===== src/rtl/aad_tile_loader.sv =====
// Ping-pong 8x8 tile assembler feeding the AAD pooling stage.
// One bank fills from the pixel stream while the other is held for the consumer.
module aad_tile_loader #(
  parameter int PIX_W = 8
) (
  input  logic             clk,
  input  logic             rst,
  input  logic [PIX_W-1:0] pix_in,
  input  logic             pix_valid,
  input  logic             pix_sof,
  output logic             pix_ready,
  output logic [PIX_W-1:0] tile_out [0:7][0:7],
  output logic             tile_valid,
  input  logic             tile_ready,
  output logic [5:0]       fill_idx,
  output logic             sync_err,
  output logic [15:0]      tiles_done
);

  logic [63:0][PIX_W-1:0] bank [0:1];
  logic       wr_sel;
  logic       rd_sel;
  logic [1:0] bank_full;
  logic [1:0] full_nxt;
  logic [5:0] wr_idx;
  logic [5:0] wr_k;
  logic       accept;
  logic       take;
  logic       tile_end;

  assign pix_ready  = !rst && !bank_full[wr_sel];
  assign accept     = pix_valid && pix_ready;
  assign tile_valid = bank_full[rd_sel];
  assign take       = tile_valid && tile_ready;
  assign wr_k       = pix_sof ? 6'd0 : wr_idx;
  assign tile_end   = accept && (wr_k == 6'd63);
  assign fill_idx   = wr_idx;

  // Fill and drain always target different banks when both fire.
  always_comb begin
    full_nxt = bank_full;
    if (take)
      full_nxt[rd_sel] = 1'b0;
    if (tile_end)
      full_nxt[wr_sel] = 1'b1;
  end

  always_comb begin
    for (int r = 0; r < 8; r++)
      for (int c = 0; c < 8; c++)
        tile_out[r][c] = bank[rd_sel][6'(r * 8 + c)];
  end

  always_ff @(posedge clk) begin
    if (rst) begin
      bank[0]    <= '0;
      bank[1]    <= '0;
      wr_sel     <= 1'b0;
      rd_sel     <= 1'b0;
      bank_full  <= 2'b00;
      wr_idx     <= 6'd0;
      sync_err   <= 1'b0;
      tiles_done <= 16'd0;
    end else begin
      sync_err  <= accept && pix_sof && (wr_idx != 6'd0);
      bank_full <= full_nxt;
      if (accept) begin
        bank[wr_sel][wr_k] <= pix_in;
        wr_idx <= pix_sof ? 6'd1 : wr_idx + 6'd1;
      end
      if (tile_end)
        wr_sel <= ~wr_sel;
      if (take) begin
        rd_sel     <= ~rd_sel;
        tiles_done <= tiles_done + 16'd1;
      end
    end
  end

endmodule


===== config.mk =====
export PLATFORM = sky130hd
export DESIGN_NAME = aad_tile_loader
export DESIGN_NICKNAME = d
export VERILOG_FILES = /design/src/rtl/aad_tile_loader.sv
export SDC_FILE = /design/constraint.sdc
export NUM_CORES = 1
export LEC_CHECK = 0
export ABC_AREA = 1
export ABC_CLOCK_PERIOD_IN_PS = 4900
export CAP_MARGIN = 0
export CORE_MARGIN = 2
export CORE_UTILIZATION = 50
export CTS_BUF_LIST = sky130_fd_sc_hd__clkbuf_4
export CTS_CLUSTER_DIAMETER = 50
export CTS_CLUSTER_SIZE = 10
export DETAILED_ROUTE_END_ITERATION = 12
export PLACE_DENSITY = 0.79
export SETUP_SLACK_MARGIN = 0.02
export SLEW_MARGIN = 20
export SYNTH_ARGS = -nofsm -noshare
export SYNTH_HDL_FRONTEND = slang
export SYNTH_SLANG_ARGS = --single-unit

===== constraint.sdc =====
create_clock -name clk -period 4.9 [get_ports clk]
set_clock_uncertainty 0.15 [all_clocks]
set_input_delay 0.49 -clock clk [delete_from_list [all_inputs] [get_ports clk]]
set_output_delay 0.49 -clock clk [all_outputs]
set_load 0.02 [all_outputs]

==> qor.yml, run 1 <==
status:
  outcome: "finished, final reports clean"
clocking:
  cts_tree: "built"
  clk_pin_slew_ps: 110
  numCtsBuffers: 66
  cts_hold_buffers: 0
  cts_buffer_depth: 3
  cts-root-buf: "clkbuf_4"
  htreeDepth: 3
  cts_resized: 0
  clock_latency_ps: 810
  postCtsSetupRepairBufs: 0
  cts.sinks: 540
placed_design:
  place_congestion: 0.8294
  numPortBuffers: 293
  dp_hpwl_um: 41060
  place_area_sq_mm: 0.02748
worst_hold_path:
  hp-class: "primary input to register"
sta:
  maxSlewViolCount: 0
  hold_viol_final: 0
  timing.fmax_mhz: 258.5
  setup_tns_ps: 0
  period_share: 0.7895
  slew_headroom: 0.2257
  min_period_ps: 3869
  worst_pin_slew_ps: 1161
  setup_violations: 0
  rsz0062_at_grt: "no"
power:
  total_power_mw: 8.254
  pwr-share-comb: 0.096
  switching_share: 0.2532
  cell_internal_pwr_mw: 6.164
  p_per_area_mw_per_mm2: 293.3
  clockPowerShare: 0.271
  p_leak_nw: 10.87
  ir_worst_vdd_uv: 126.2
  p_switching_mw: 2.090
  power_frac_seq: 0.633
synth:
  syn_area_per_cell_sq_um: 12.32
  ys_seq_elements: 540
  synth-edff-count: 512
  ys_top_cells_by_area: "edfxtp_1, mux2_2, nor2_1, buf_4, dfxtp_1"
  synth_common_cells: "nor2_1, edfxtp_1, buf_4, mux2_2, nand2_1"
  async_reset_ff_frac: 0
  syn-cell-area_sq_mm: 0.02487
  synth.most_common_cell: "nor2_1"
  synth_top_area_frac: 0.6183
  yosysSeqAreaShare: 0.6409
  yosysWarningCount: 0
  synth_cell_type_count: 30
  syn_inst: 2018
  synth-main-ff-cell: "edfxtp_1"
  yosys.area.top_type: "edfxtp_1"
die:
  coreArea_sq_mm: 0.04905
  start_util: 0.5069
  pin_count: 550
  die_w_um: 227
  rows: 81
  die_h_um: 227
  die-area_sq_mm: 0.05153
worst_setup_path:
  slowest_stage: "dfxtp_4"
  worstPathCellList: "buf_12 > mux2_2 > clkdlybuf4s50_1"
  critPathArrivalTime_ps: 3230
  worstSetupEndpointType: "output port"
  max_stage_delay_ps: 920
  cp_data_required_time_ps: 4260
  worstSetupPathType: "register to output port"
  path_max_fanout: 81
  start_kind: "register"
routing:
  routedWlPerCell_um: 20.78
  drt-total-wl_um: 62030
  ant_nets: 0
  drc: 0
  dr.pass1.iters: 6
  viasPerCell: 5.197
  via_count: 15510
  first_iter_violations: 1244
layout:
  nets: 2316
  drive_gt1_frac: 0.1858
  syn_to_final_growth_pct: 13.16
  finish.instance_area_sq_mm: 0.02814
  n_fill_cell: 3901
global_route:
  grt_max_degree: 82
  grt_first_pass_wirelength_um: 88410
  grt_pass1_vias: 14850
  grt_usage: 0.2337
  overflow: 0
  grt_antenna_before_repair: 1
flow_run:
  cap_violations: 0
[layout make-up]
type                       instances  area (sq um)  share of cell area
antenna                            1         2.502          0.00008893
clock buffer                      82         615.6             0.02188
clock inverter                     6         41.29            0.001467
inverter                          43         162.7            0.005781
multi-input combinational       1337          7432              0.2641
sequential                       540         15940              0.5665
tap                              664         830.8             0.02953
timing repair buffer             312          3113              0.1106
[worst max-delay path: cells and delay by family (launching register included)]
family | cells | cell delay, ps
mux | 1 | 410
buf+inv | 2 | 1020
flops | 1 | 920
[stage by stage]
| stage | hold slack [ps] | setup slack, ps | instances | utilization |
|---|---|---|---|---|
| 5_1_grt | 311.2 | 872.3 | 2985 | 0.5736 |
| 4_1_cts | 237.4 | 918.1 | 2984 | 0.5736 |
| 2_1_floorplan | 320.3 | 2547 | 2273 | - |
| 6_report | 314.3 | 1031 | 2985 | 0.5736 |
| 3_3_place_gp | 347.7 | 1196 | 2896 | 0.5602 |
| 3_5_place_dp | 350.3 | 1090 | 2896 | 0.5602 |
[cell usage in the layout (no fill, tap or decap), types with 16 or more instances in the layout]
master and n:
conb_1 256, nand2_1 128, clkbuf_4 82, nand3_1 46, edfxtp_1 512, nand3_2 43
a21oi_1 16, mux2_2 256, dfxtp_1 26, inv_1 31, buf_4 16, clkdlybuf4s50_1 293
nor2_1 556
[worst paths after layout]
path                start            end  slack (ps)  cells past startpoint
max              register  tile_out[478]        1030                      3
min                   rst  tiles_done[6]         310                      2
max reg2reg   fill_idx[2]   bank[0][170]        1810                      6
min reg2reg  bank_full[0]   bank_full[0]         360                      2
[cell families (layout without fill, tap and decap cells)]
| kind of cell | Yosys count | count (layout) | synth area share |
|---|---|---|---|
| flops | 540 | 540 | 0.6409 |
| fa+ha+maj | 3 | 3 | 0.001510 |
| buf+inv | 396 | 443 | 0.09883 |
| other cells | 1 | 257 | 0.0001508 |
| simple gates | 792 | 792 | 0.1362 |
| mux | 256 | 256 | 0.1159 |
| compound gates | 28 | 28 | 0.005787 |
| xor+xnor | 2 | 2 | 0.0007046 |
[per-layer routing]
layer	track usage	wire (um)	vias up
met3	0.04388	5478	109
li1	-	-	6955
met1	0.2830	22820	7588
met2	0.4102	31710	862
met4	0.09994	2021	0
met5	0	0	-
[power groups by stage]
stage	sequential, mW	combinational, mW	clock, mW
floorplan	5.30	0.655	0
global placement	5.32	0.777	0
detailed placement	5.33	0.786	0
CTS	5.22	0.789	2.27
global route	5.24	0.830	2.44
finish	5.22	0.791	2.24
[sequential cells by signal, summed over array words and instances, names as in the netlist, named ones only]
name / flops
bank: 512
tiles_done: 16
fill_idx: 6
bank_full: 2
rd_sel: 1
sync_err: 1
wr_sel: 1
Power figures use the tool's default switching activity.
==> inputs of run 2 (changes only) <==
--- a/config.mk
+++ b/config.mk
@@ -6,7 +6,7 @@
 export NUM_CORES = 1
 export LEC_CHECK = 0
 export ABC_AREA = 1
-export ABC_CLOCK_PERIOD_IN_PS = 4900
+export ABC_CLOCK_PERIOD_IN_PS = 4100
 export CAP_MARGIN = 0
 export CORE_MARGIN = 2
 export CORE_UTILIZATION = 50
==> constraint.sdc (replaced) <==
create_clock -name clk -period 4.1 [get_ports clk]
set_clock_uncertainty 0.15 [all_clocks]
set_input_delay 0.41 -clock clk [delete_from_list [all_inputs] [get_ports clk]]
set_output_delay 0.41 -clock clk [all_outputs]
set_load 0.02 [all_outputs]
==> qor.yml, run 2 (synthesis gave the netlist of run 1 again) <==
status:
  outcome: "finished, final reports clean"
sta:
  timing.fmax_mhz: 275.8
  min_period_ps: 3625
  hold_viol_final: 0  # unchanged
  period_share: 0.8842
  worst_pin_slew_ps: 1074  # -87.90 ps
  setup_tns_ps: 0  # unchanged
  slew_headroom: 0.2843  # +0.05860
  fin_ws_ps: 474.8  # -556.6 ps
  setup_violations: 0  # unchanged
  maxSlewViolCount: 0  # unchanged
  rsz0062_at_grt: "no"
routing:
  met1_length_um: 22430  # -1.7%
  drt-total-wl_um: 61590  # -0.70%
  highest_layer: "met4"
  met3WireLength_um: 5246  # -4.2%
  wl_met2_um: 31650  # -0.19%
  routedWlPerCell_um: 20.57  # -1.0%
  ant_nets: 0  # unchanged
  via_count: 15550  # +0.24%
  drc: 0  # unchanged
  first_iter_violations: 1321  # +6.2%
  dr.pass1.iters: 5  # -1
  viasPerCell: 5.192  # about the same
layout:
  most-common-layout-cells: "nor2_1, edfxtp_1, clkdlybuf4s50_1"
  final-seq-area_sq_mm: 0.01594  # unchanged
  nets: 2325  # +0.39%
  n_fill_cell: 3967  # +1.7%
  mostFrequentLayoutCell: "nor2_1"
  largest_reg_flops: 512  # unchanged
  post-route-util: 0.5767  # +0.003061
  regMostFlops: "bank"
  multi_input_area_sq_mm: 0.007432  # unchanged
  drive_gt1_frac: 0.1884  # +0.002636
  syn_to_final_growth_pct: 13.77
worst_hold_path:
  hold_depth: 2  # unchanged
  hp-class: "primary input to register"
worst_setup_path:
  worstSetupPathType: "register to output port"
  start_kind: "register"
  cp_data_required_time_ps: 3540  # -720 ps
  critPathArrivalTime_ps: 3070  # -160 ps
  worstSetupEndpointType: "output port"
  path_max_fanout: 53  # -35%
  reg2regPathDepth: 7  # +1
clocking:
  cts_tree: "built"
  clk_pin_slew_ps: 110  # about the same
  postCtsSetupRepairBufs: 0  # unchanged
  cts_buffer_depth: 3  # unchanged
  numCtsBuffers: 66  # unchanged
  cts.sinks: 540  # unchanged
  cts-root-buf: "clkbuf_4"
  clock_latency_ps: 800  # about the same
  htreeDepth: 3  # unchanged
  cts_resized: 0  # unchanged
  cts_hold_buffers: 0  # unchanged
power:
  p_per_area_mw_per_mm2: 352.6  # +20%
  ir_worst_vdd_uv: 168.1  # +33%
  p_leak_nw: 10.96  # +0.83%
die:
  coreArea_sq_mm: 0.04905  # unchanged
  die_w_um: 227  # unchanged
  rows: 81  # unchanged
  start_util: 0.5069  # unchanged
  die_h_um: 227  # unchanged
  die-area_sq_mm: 0.05153  # unchanged
  pin_count: 550  # unchanged
placed_design:
  numPortBuffers: 293  # unchanged
  place_congestion: 0.8714  # +5.1%
  dpl_worst_slack_ps: 629.7  # -460.7 ps
  dp_hpwl_um: 40980  # -0.20%
global_route:
  overflow: 0  # unchanged
  grt_first_pass_wirelength_um: 88070  # -0.38%
  grt_usage: 0.2337  # about the same
  grt_pass1_vias: 14950  # +0.73%
  grt_max_degree: 80  # -2.4%
  grt_antenna_before_repair: 1  # unchanged
flow_run:
  cap_violations: 0  # unchanged
run 2: changes by cell type in the layout (fill, tap and decap cells not counted):
cell / previous run / this run
buf_4: 16 / 22
buf_12: 3 / 6
bufinv_16: 0 / 2
clkinv_1: 1 / 3
clkinvlp_4: 2 / 0
clkbuf_4: 82 / 81
run 2: final cells by class:
cell class,count,share of cell area
diodes,1,0.00008846
clock buffers,81,0.02150
clock inverters,8,0.003317
inverters,43,0.005750
multi-input cells,1337,0.2627
flip-flops and latches,540,0.5635
well taps,664,0.02937
repair buffers,321,0.1138
run 2: metal layers:
metal / GRT usage / vias to the layer above
li1: - / 6971
met1: 0.2805 / 7578
met2: 0.4149 / 856
met3: 0.04053 / 146
met4: 0.1012 / 0
met5: 0 / -
run 2: worst paths after layout:
path                                       to  slack (ps)  startpoint
worst max-delay path            tile_out[504]         470    register
worst min-delay path            tiles_done[6]         230         rst
worst max register to register   bank[0][189]        1070      wr_sel
worst min register to register       register         370      rd_sel
run 2: power breakdown:
part | internal (mW) | total (mW) | switching (mW)
combinational | 0.260 | 0.952 | 0.692
clock | 1.04 | 2.78 | 1.74
sequential | 6.19 | 6.24 | 0.0562
run 2: metrics by stage:
stage	instances	power (mW)	area (sq um)	hold WS, ps
2_1_floorplan	2273	7.121	25820	320.3
3_3_place_gp	2905	7.296	27580	342.6
3_5_place_dp	2905	7.317	27580	361.1
4_1_cts	2994	10.03	28290	160.0
5_1_grt	2995	10.29	28290	267.1
6_report	2995	9.975	28290	231.2
run 2: worst max-delay path: stages, from the launching register on:
cell             delay, ps
dfxtp_4                570
buf_4                  630
mux2_2                 410
clkdlybuf4s50_1        620
==> inputs of run 3 (changes only) <==
--- a/config.mk
+++ b/config.mk
@@ -8,15 +8,16 @@
 export ABC_AREA = 1
 export ABC_CLOCK_PERIOD_IN_PS = 4100
 export CAP_MARGIN = 0
+export CELL_PAD_IN_SITES_DETAIL_PLACEMENT = 1
+export CELL_PAD_IN_SITES_GLOBAL_PLACEMENT = 1
 export CORE_MARGIN = 2
-export CORE_UTILIZATION = 50
+export CORE_UTILIZATION = 42
 export CTS_BUF_LIST = sky130_fd_sc_hd__clkbuf_4
 export CTS_CLUSTER_DIAMETER = 50
 export CTS_CLUSTER_SIZE = 10
 export DETAILED_ROUTE_END_ITERATION = 12
-export PLACE_DENSITY = 0.79
+export PLACE_DENSITY_LB_ADDON = 0.1
 export SETUP_SLACK_MARGIN = 0.02
-export SLEW_MARGIN = 20
 export SYNTH_ARGS = -nofsm -noshare
 export SYNTH_HDL_FRONTEND = slang
 export SYNTH_SLANG_ARGS = --single-unit
==> qor.yml, run 3 (synthesis gave the netlist of run 1 again) <==
status:
  outcome: "finished, final reports clean"
clocking:
  cts_buffer_depth: 3  # unchanged
  cts_tree: "built"
  cts_hold_buffers: 0  # unchanged
  clk_pin_slew_ps: 110  # about the same
  cts_resized: 0  # unchanged
  cts.sinks: 540  # unchanged
  numCtsBuffers: 69  # +4.5%
  clock_latency_ps: 820  # +20 ps
  postCtsSetupRepairBufs: 0  # unchanged
  cts-root-buf: "clkbuf_4"
  htreeDepth: 3  # unchanged
flow_run:
  cap_violations: 0  # unchanged
routing:
  dr.pass1.iters: 5  # unchanged
  drc: 0  # unchanged
  routedWlPerCell_um: 22.05  # +7.2%
  drt-total-wl_um: 68690  # +12%
  ant_nets: 0  # unchanged
  first_iter_violations: 895  # -32%
  via_count: 15290  # -1.7%
  viasPerCell: 4.910  # -5.4%
power:
  p_per_area_mw_per_mm2: 357.2  # +1.3%
  p_leak_nw: 11.01  # +0.47%
  ir_worst_vdd_uv: 159.6  # -5.1%
layout:
  nets: 2334  # +0.39%
  finish.instance_area_sq_mm: 0.02857  # +0.99%
  post-route-util: 0.4859  # -0.09083
  mostFrequentLayoutCell: "nor2_1"
  largest_reg_flops: 512  # unchanged
  drive_gt1_frac: 0.1915  # +0.003041
  finalNonFillerCells: 3115  # +4.0%
  regMostFlops: "bank"
  syn_to_final_growth_pct: 14.89
  n_fill_cell: 6230  # +57%
  most-common-layout-cells: "nor2_1, edfxtp_1, clkdlybuf4s50_1"
sta:
  period_share: 0.8787  # -0.005507
  rsz0062_at_grt: "no"
  setup_tns_ps: 0  # unchanged
  worst_pin_slew_ps: 903.9  # -169.6 ps
  setup_violations: 0  # unchanged
  min_period_ps: 3603  # -22.58 ps
  slew_headroom: 0.3965  # +0.1122
  maxSlewViolCount: 0  # unchanged
  hold_viol_final: 0  # unchanged
  timing.fmax_mhz: 277.6  # +0.63%
worst_setup_path:
  path_max_fanout: 45  # -15%
  r2r_slack_ps: 1160  # +90 ps
  r2r-start: "fill_idx[1]"
  reg2regPathDepth: 6  # -1
  r2r_end: "bank[1][147]"
  critPathArrivalTime_ps: 3040  # -30 ps
  cp_data_required_time_ps: 3540  # about the same
  worstSetupPathType: "register to output port"
  worstSetupEndpointType: "output port"
  critPathCapture: "tile_out[314]"
  start_kind: "register"
die:
  rows: 89  # +9.9%
  die_w_um: 247.3  # +8.9%
  coreArea_sq_mm: 0.05880  # +20%
  start_util: 0.4229  # -0.08401
  die_h_um: 247.3  # +8.9%
  die-area_sq_mm: 0.06116  # +19%
  pin_count: 550  # unchanged
global_route:
  grt_usage: 0.2231  # -0.01063
  grt_first_pass_wirelength_um: 99970  # +14%
  grt_pass1_vias: 15810  # +5.7%
  grt_antenna_before_repair: 2  # +1
  overflow: 0  # unchanged
  grt_max_degree: 82  # +2.5%
worst_hold_path:
  hp-class: "primary input to register"
placed_design:
  place_congestion: 0.7956  # -8.7%
  dp_cells: 3020  # +4.0%
  place_area_sq_mm: 0.02779  # +0.75%
  numPortBuffers: 293  # unchanged
  dp_hpwl_um: 46340  # +13%
run 3: changes by cell type in the layout (fill, tap and decap cells not counted), moves of 2 or more:
cell,before,now
buf_12,6,8
buf_4,22,26
bufinv_16,2,4
clkbuf_4,81,76
clkinvlp_4,0,3
run 3: final cells by class:
| type | count | area, sq um | share of cell area |
|---|---|---|---|
| Antenna cell | 2 | 5.005 | 0.0001752 |
| Clock buffer | 76 | 570.5 | 0.01997 |
| Clock inverter | 17 | 201.4 | 0.007051 |
| Inverter | 43 | 162.7 | 0.005694 |
| Multi-Input combinational cell | 1337 | 7432 | 0.2602 |
| Sequential cell | 540 | 15940 | 0.5580 |
| Tap cell | 773 | 967.2 | 0.03386 |
| Timing Repair Buffer | 327 | 3288 | 0.1151 |
run 3: worst min-delay path by stage:
stage | from | to | slack, ps | cells past startpoint
2_1_floorplan | bank_full[0] | bank_full[0] | 320 | 2
3_3_place_gp | tiles_done[8] | tiles_done[8] | 350 | 2
3_5_place_dp | tiles_done[8] | tiles_done[8] | 350 | 2
4_1_cts | pix_sof | sync_err | 160 | 3
5_1_grt | pix_sof | sync_err | 220 | 3
6_report | pix_sof | sync_err | 250 | 3
run 3: metrics by stage:
stage / setup slack, ps / hold slack, ps / power, mW
floorplan: 1827 / 320.3 / 7.121
global placement: 502.0 / 346.9 / 7.325
detailed placement: 411.4 / 354.4 / 7.342
CTS: 380.6 / 155.7 / 10.31
global route: 353.9 / 217.5 / 10.59
finish: 497.4 / 245.9 / 10.20
run 3: worst max-delay path, stage by stage (launching register included):
cell and delay, ps:
dfxtp_4 890, buf_12 330, mux2_2 400, clkdlybuf4s50_1 580
run 3: per-layer routing:
| layer | track usage | part of all wire | wire length [um] |
|---|---|---|---|
| met5 | 0 | 0 | 0 |
| met4 | 0.07221 | 0.026 | 1764 |
| met3 | 0.03321 | 0.049 | 3348 |
| met2 | 0.3910 | 0.51 | 34920 |
| met1 | 0.2837 | 0.42 | 28660 |
run 3: power by group:
group	total, mW	switching, mW	internal, mW
combinational	0.970	0.710	0.260
sequential	6.24	0.0572	6.19
clock	2.99	1.85	1.14
